--- src/rtl/bcd_display_scan.sv ---
// Four-digit multiplexed seven-segment driver for the BCD character bus.
// New character sets are staged and only take effect on a frame boundary.
module bcd_display_scan #(
    parameter int unsigned SCAN_DIV     = 12500,
    parameter int unsigned BLINK_FRAMES = 125
) (
    input  logic       clk,
    input  logic       rst,
    input  logic       load,
    input  logic [4:0] bcd_0,
    input  logic [4:0] bcd_1,
    input  logic [4:0] bcd_2,
    input  logic [4:0] bcd_3,
    input  logic       blink_en,
    output logic [6:0] seg_n,
    output logic [3:0] an_n,
    output logic       frame_done
);

    localparam int unsigned PW = $clog2(SCAN_DIV);
    localparam int unsigned BW = $clog2(BLINK_FRAMES + 1);
    localparam logic [PW-1:0] PS_LAST = PW'(SCAN_DIV - 1);
    localparam logic [BW-1:0] BC_LAST = BW'(BLINK_FRAMES - 1);

    localparam logic [4:0] BCD_0     = 5'd0;
    localparam logic [4:0] BCD_1     = 5'd1;
    localparam logic [4:0] BCD_2     = 5'd2;
    localparam logic [4:0] BCD_3     = 5'd3;
    localparam logic [4:0] BCD_4     = 5'd4;
    localparam logic [4:0] BCD_5     = 5'd5;
    localparam logic [4:0] BCD_6     = 5'd6;
    localparam logic [4:0] BCD_7     = 5'd7;
    localparam logic [4:0] BCD_8     = 5'd8;
    localparam logic [4:0] BCD_9     = 5'd9;
    localparam logic [4:0] BCD_A     = 5'd10;
    localparam logic [4:0] BCD_B     = 5'd11;
    localparam logic [4:0] BCD_C     = 5'd12;
    localparam logic [4:0] BCD_D     = 5'd13;
    localparam logic [4:0] BCD_E     = 5'd14;
    localparam logic [4:0] BCD_F     = 5'd15;
    localparam logic [4:0] BCD_G     = 5'd16;
    localparam logic [4:0] BCD_H     = 5'd17;
    localparam logic [4:0] BCD_L     = 5'd18;
    localparam logic [4:0] BCD_O     = 5'd19;
    localparam logic [4:0] BCD_P     = 5'd20;
    localparam logic [4:0] BCD_R     = 5'd21;
    localparam logic [4:0] BCD_U     = 5'd22;
    localparam logic [4:0] BCD_DASH  = 5'd23;
    localparam logic [4:0] BCD_BLANK = 5'd31;

    // Active-low {g,f,e,d,c,b,a}; blank and undefined codes light nothing.
    function automatic logic [6:0] glyph(input logic [4:0] code);
        logic [6:0] g;
        g = 7'h7F;
        case (code)
            BCD_0, BCD_O: g = 7'h40;
            BCD_1:        g = 7'h79;
            BCD_2:        g = 7'h24;
            BCD_3:        g = 7'h30;
            BCD_4:        g = 7'h19;
            BCD_5:        g = 7'h12;
            BCD_6:        g = 7'h02;
            BCD_7:        g = 7'h78;
            BCD_8:        g = 7'h00;
            BCD_9:        g = 7'h10;
            BCD_A:        g = 7'h08;
            BCD_B:        g = 7'h03;
            BCD_C:        g = 7'h46;
            BCD_D:        g = 7'h21;
            BCD_E:        g = 7'h06;
            BCD_F:        g = 7'h0E;
            BCD_G:        g = 7'h42;
            BCD_H:        g = 7'h09;
            BCD_L:        g = 7'h47;
            BCD_P:        g = 7'h0C;
            BCD_R:        g = 7'h2F;
            BCD_U:        g = 7'h41;
            BCD_DASH:     g = 7'h3F;
            BCD_BLANK:    g = 7'h7F;
            default:      g = 7'h7F;
        endcase
        return g;
    endfunction

    logic [PW-1:0]      prescaler;
    logic [1:0]         digit;
    logic [3:0][4:0]    active;
    logic [3:0][4:0]    pending;
    logic               pend_valid;
    logic [BW-1:0]      blink_cnt;
    logic               phase;
    logic [3:0][4:0]    bcd_in;
    logic               tick;
    logic               fb;

    assign bcd_in = {bcd_3, bcd_2, bcd_1, bcd_0};
    assign tick   = (prescaler == PS_LAST);
    assign fb     = tick && (digit == 2'd3);

    // Digit-slot timebase and frame boundary pulse
    always_ff @(posedge clk or posedge rst) begin
        if (rst) begin
            prescaler  <= '0;
            digit      <= 2'd0;
            frame_done <= 1'b0;
        end else begin
            prescaler  <= tick ? '0 : prescaler + PW'(1);
            if (tick) digit <= digit + 2'd1;
            frame_done <= fb;
        end
    end

    // Staging: a load coinciding with the boundary bypasses the pending slot
    always_ff @(posedge clk or posedge rst) begin
        if (rst) begin
            active     <= {4{BCD_BLANK}};
            pending    <= {4{BCD_BLANK}};
            pend_valid <= 1'b0;
        end else if (load && fb) begin
            active     <= bcd_in;
            pend_valid <= 1'b0;
        end else if (load) begin
            pending    <= bcd_in;
            pend_valid <= 1'b1;
        end else if (fb && pend_valid) begin
            active     <= pending;
            pend_valid <= 1'b0;
        end
    end

    // Blink phase advances once every BLINK_FRAMES frames while enabled
    always_ff @(posedge clk or posedge rst) begin
        if (rst) begin
            blink_cnt <= '0;
            phase     <= 1'b0;
        end else if (!blink_en) begin
            blink_cnt <= '0;
            phase     <= 1'b0;
        end else if (fb) begin
            if (blink_cnt == BC_LAST) begin
                blink_cnt <= '0;
                phase     <= ~phase;
            end else begin
                blink_cnt <= blink_cnt + BW'(1);
            end
        end
    end

    always_ff @(posedge clk or posedge rst) begin
        if (rst) begin
            an_n  <= 4'hF;
            seg_n <= 7'h7F;
        end else if (blink_en && phase) begin
            an_n  <= 4'hF;
            seg_n <= 7'h7F;
        end else begin
            an_n  <= ~(4'b0001 << digit);
            seg_n <= glyph(active[digit]);
        end
    end

endmodule

--- config.mk ---
export PLATFORM = sky130hd
export DESIGN_NAME = bcd_display_scan
export DESIGN_NICKNAME = d
export VERILOG_FILES = /design/src/rtl/bcd_display_scan.sv
export SDC_FILE = /design/constraint.sdc
export NUM_CORES = 1
export LEC_CHECK = 0
export CELL_PAD_IN_SITES_DETAIL_PLACEMENT = 2
export CELL_PAD_IN_SITES_GLOBAL_PLACEMENT = 2
export CORE_MARGIN = 1.5
export CORE_UTILIZATION = 40
export CTS_BUF_LIST = sky130_fd_sc_hd__clkbuf_8
export CTS_CLUSTER_SIZE = 10
export DETAILED_ROUTE_END_ITERATION = 6
export PLACE_DENSITY = 0.89
export SKIP_CTS_REPAIR_TIMING = 1
export SLEW_MARGIN = 20
export SYNTH_ARGS = -nofsm -noshare
export SYNTH_HDL_FRONTEND = slang
export SYNTH_SLANG_ARGS = --single-unit
--- constraint.sdc ---
create_clock -name clk -period 3.3 [get_ports clk]
set_clock_uncertainty 0.05 [all_clocks]
set_input_delay 0.66 -clock clk [delete_from_list [all_inputs] [get_ports clk]]
set_output_delay 0.66 -clock clk [all_outputs]
set_load 0.03 [all_outputs]
==> results by group <==
Run status
  – Status: finished, final reports clean

Setup path
  – Crit path max-delay cell type: or4_4
  – Register-to-register setup slack: 0.51 ns
  – Worst setup path endpoint: pending[2]
  – Worst-path fanout max: 20
  – R2R cell count: 6
  – Max incr delay on CP: 0.62 ns
  – Crit. End Element: flop
  – Critical Path Start: prescaler[0]
  – WP data arrival: 3.02 ns
  – Worst path required time: 3.53 ns
  – Reg-to-reg startpoint: prescaler[0]
  – Crit path cell chain: ha_1 > or4b_1 > or4_4 > o21ai_2 > buf_4 > mux2_2
  – Reg2Reg Capture Point: pending[2]
  – WS Path Type: flop to flop
  – CP Launch Type: flop

Power and ir drop
  – NetSw: 528 uW
  – PwrDens: 445 nW/um^2
  – Flop pwr share: 51.0%
  – Internal: 1530 uW
  – Gate power share: 11.8%
  – Clk pwr share: 37.2%
  – VDD IR max: 168 uV
  – Leak: 0.00183 uW
  – Switching Fraction: 25.7%

Timing
  – Final-report max-slew violation count: 0
  – RSZ-0062 raised after global routing: no
  – Slew @ Worst Pin: 0.619 ns
  – Setup TNS: 0 ns
  – Max-slew headroom: 58.8%
  – Crit share post-route: 84.5%
  – Final setup vio count: 0
  – Fin crit period: 2.79 ns
  – F_max: 359 MHz
  – Fin. Hold Viols: 0

Global route
  – M2 GR Usage: 40.5%
  – Initial antenna violation count: 0
  – Total track usage: 22.5%
  – Global Route met1 Usage: 26.7%
  – Vias in the first global route: 3,230
  – Largest net degree at the start of global routing: 78
  – GR Overflow Total: 0
  – Most used routing layer: met2
  – First-pass GRT wire length: 17.6 mm
  – GR Util met3: 5.61%

Floorplanning
  – Die area: 10,400 um^2
  – Die X: 102 um
  – Core area: 9640 um^2
  – FP Rows: 36
  – Starting density of the core: 40.8%
  – Die H: 102 um
  – Io pins: 36

Layout
  – Fraction of layout cells with a size suffix above 1: 29.2%
  – Multi-input logic area: 1790 um^2
  – Final core utilization: 48.0%
  – Diode count: 0
  – # fillers: 997
  – Register Area: 1990 um^2
  – Fin nets: 410
  – Layout area overhead: 17.6%

Clock tree
  – Clock sink count: 77
  – # H-tree levels: 3
  – CTS buffer count: 9
  – Maximum clock insertion buffer count: 2
  – Clock transition at path regs: 0.09 ns
  – CTS Root Buffer Type: clkbuf_8
  – Clock Latency Late Sink: 0.35 ns
  – CTS tree: yes

Logic synthesis
  – Yosys warns: 0
  – Synth Register Bits: 77
  – Cells after Synth: 339
  – Synth Flop Type: dfstp_2
  – Ys async rst share: 100%
  – Largest family of logic cells by synthesized area: compound AO/OA/AOI/OAI gates
  – Mux cell area share after synthesis: 9.41%
  – Synth Area in Compound Gates: 14.6%
  – Syn avg cell area: 11.6 um^2
  – EDFF count, synth: 0
  – Post-Synth Simple-Gate Area: 14.0%
  – Area fraction of the dominant cell type after synthesis: 34.0%
  – Synth Area in Adders: 4.45%
  – Top cells by count, synth: dfstp_2 (51), dfrtp_1 (26), a21oi_1 (25), mux2_2 (22), o2bb2ai_1 (21)
  – Top area cells in the synthesized netlist: dfstp_2 (34%), dfrtp_1 (17%), mux2_2 (6.3%), o2bb2ai_1 (4.7%), ha_1 (4.4%)
  – Synth Area in XOR/XNOR: 2.89%
  – Area leader, netlist: dfstp_2
  – Synth Cell Area: 3940 um^2
  – Yosys cell types: 58
  – Syn nets: 377
  – Most common cell in the netlist: dfstp_2
  – Sequential cell area fraction in the yosys report: 50.6%

Min path
  – Worst Hold Launch: active[1]
  – Hold Path Class: flop to flop

Detailed routing
  – Post-route ant nets: 0
  – DR WL/cell: 21.4 um
  – Via-per-instance ratio: 5.56
  – Vias: 2,835
  – First-pass DRT Iterations: 5
  – Drt initial violations: 112
  – Final wirelength: 10.9 mm
  – DRC viols: 0

Placement
  – GP Congestion: 0.802
  – I/O Buffers: 35
  – Hpwl dp: 7.41 mm

Job
  – Max Cap Viol: 0
## per-layer routing
layer / share of wire (%) / up-vias
li1: - / 1309
met1: 42 / 1467
met2: 54 / 42
met3: 2.6 / 17
met4: 1.6 / 0
met5: 0 / -
## how the worst min path moves through the flow
stage / cells past startpoint / slack [ns] / to
2_1_floorplan: 1 / 0.40 / blink_cnt[5]
3_3_place_gp: 1 / 0.42 / active[10]
3_5_place_dp: 1 / 0.43 / active[1]
4_1_cts: 1 / 0.44 / active[1]
5_1_grt: 1 / 0.46 / active[2]
6_report: 1 / 0.44 / active[1]
## cells by family after synthesis
family / after synthesis
mux: 28
fa+ha+maj: 14
flops: 77
simple gates: 89
compound gates: 82
xor+xnor: 13
buf+inv: 36
## worst max-delay path: cells and delay by family, from the launching register on
family | cells | cell delay [ns]
AOI/OAI and AO/OA | 1 | 0.14
adders and majority gates | 1 | 0.28
buffers and inverters | 1 | 0.30
DFF | 1 | 0.42
muxes | 1 | 0.38
and+or+nand+nor | 2 | 1.13
## sequential cells by signal, summed over array words and instances, names as in the netlist, 2 cells and up
signal,cells
active,20
pending,20
prescaler,14
blink_cnt,7
seg_n,7
an_n,4
digit,2
## stage by stage
step | instance area, um^2 | std cells | setup slack [ns] | total power, uW | hold slack (ns)
after floorplan | 3940 | 339 | 0.708 | 1200 | 0.404
after global placement | 4420 | 494 | 0.639 | 1290 | 0.421
after detailed placement | 4420 | 494 | 0.503 | 1310 | 0.428
after CTS | 4630 | 510 | 0.494 | 2080 | 0.445
after global routing | 4630 | 510 | 0.378 | 2140 | 0.458
final | 4630 | 510 | 0.511 | 2060 | 0.444
## power by group through the flow
| stage | clock network [uW] | logic [uW] | registers (uW) |
|---|---|---|---|
| floorplan | 0 | 129 | 1080 |
| global placement | 0 | 227 | 1060 |
| detailed placement | 0 | 242 | 1070 |
| CTS | 785 | 245 | 1050 |
| global route | 819 | 264 | 1060 |
| finish | 766 | 243 | 1050 |
## cells in the final DEF (no fill, tap or decap), types with 3 or more instances in the layout
cell / synthesis / layout
a311oi_1: 3 / 3
nand2_1: 15 / 15
buf_4: 0 / 5
a22oi_1: 3 / 3
o2bb2ai_1: 21 / 21
a21oi_1: 25 / 25
nor2b_1: 3 / 3
clkdlybuf4s50_1: 0 / 35
nand3_1: 11 / 11
dfstp_2: 51 / 51
clkbuf_8: 0 / 11
xor2_1: 4 / 4
ha_1: 14 / 14
nor3_1: 8 / 8
o21ai_0: 9 / 8
inv_1: 16 / 15
mux2_2: 22 / 22
and3b_1: 17 / 17
mux4_2: 5 / 5
nor2_1: 12 / 12
dfrtp_1: 26 / 26
nand4_1: 3 / 3
xnor2_1: 9 / 9
o31ai_1: 3 / 3
## layout make-up
cell class | instances | area share, %
well taps | 133 | 3.59
multi-input cells | 226 | 38.7
inverters | 17 | 1.38
repair buffers | 41 | 8.81
clock buffers | 11 | 3.27
clock inverters | 5 | 1.27
flip-flops and latches | 77 | 43.0
No activity file was read; power rests on OpenSTA's default activity.
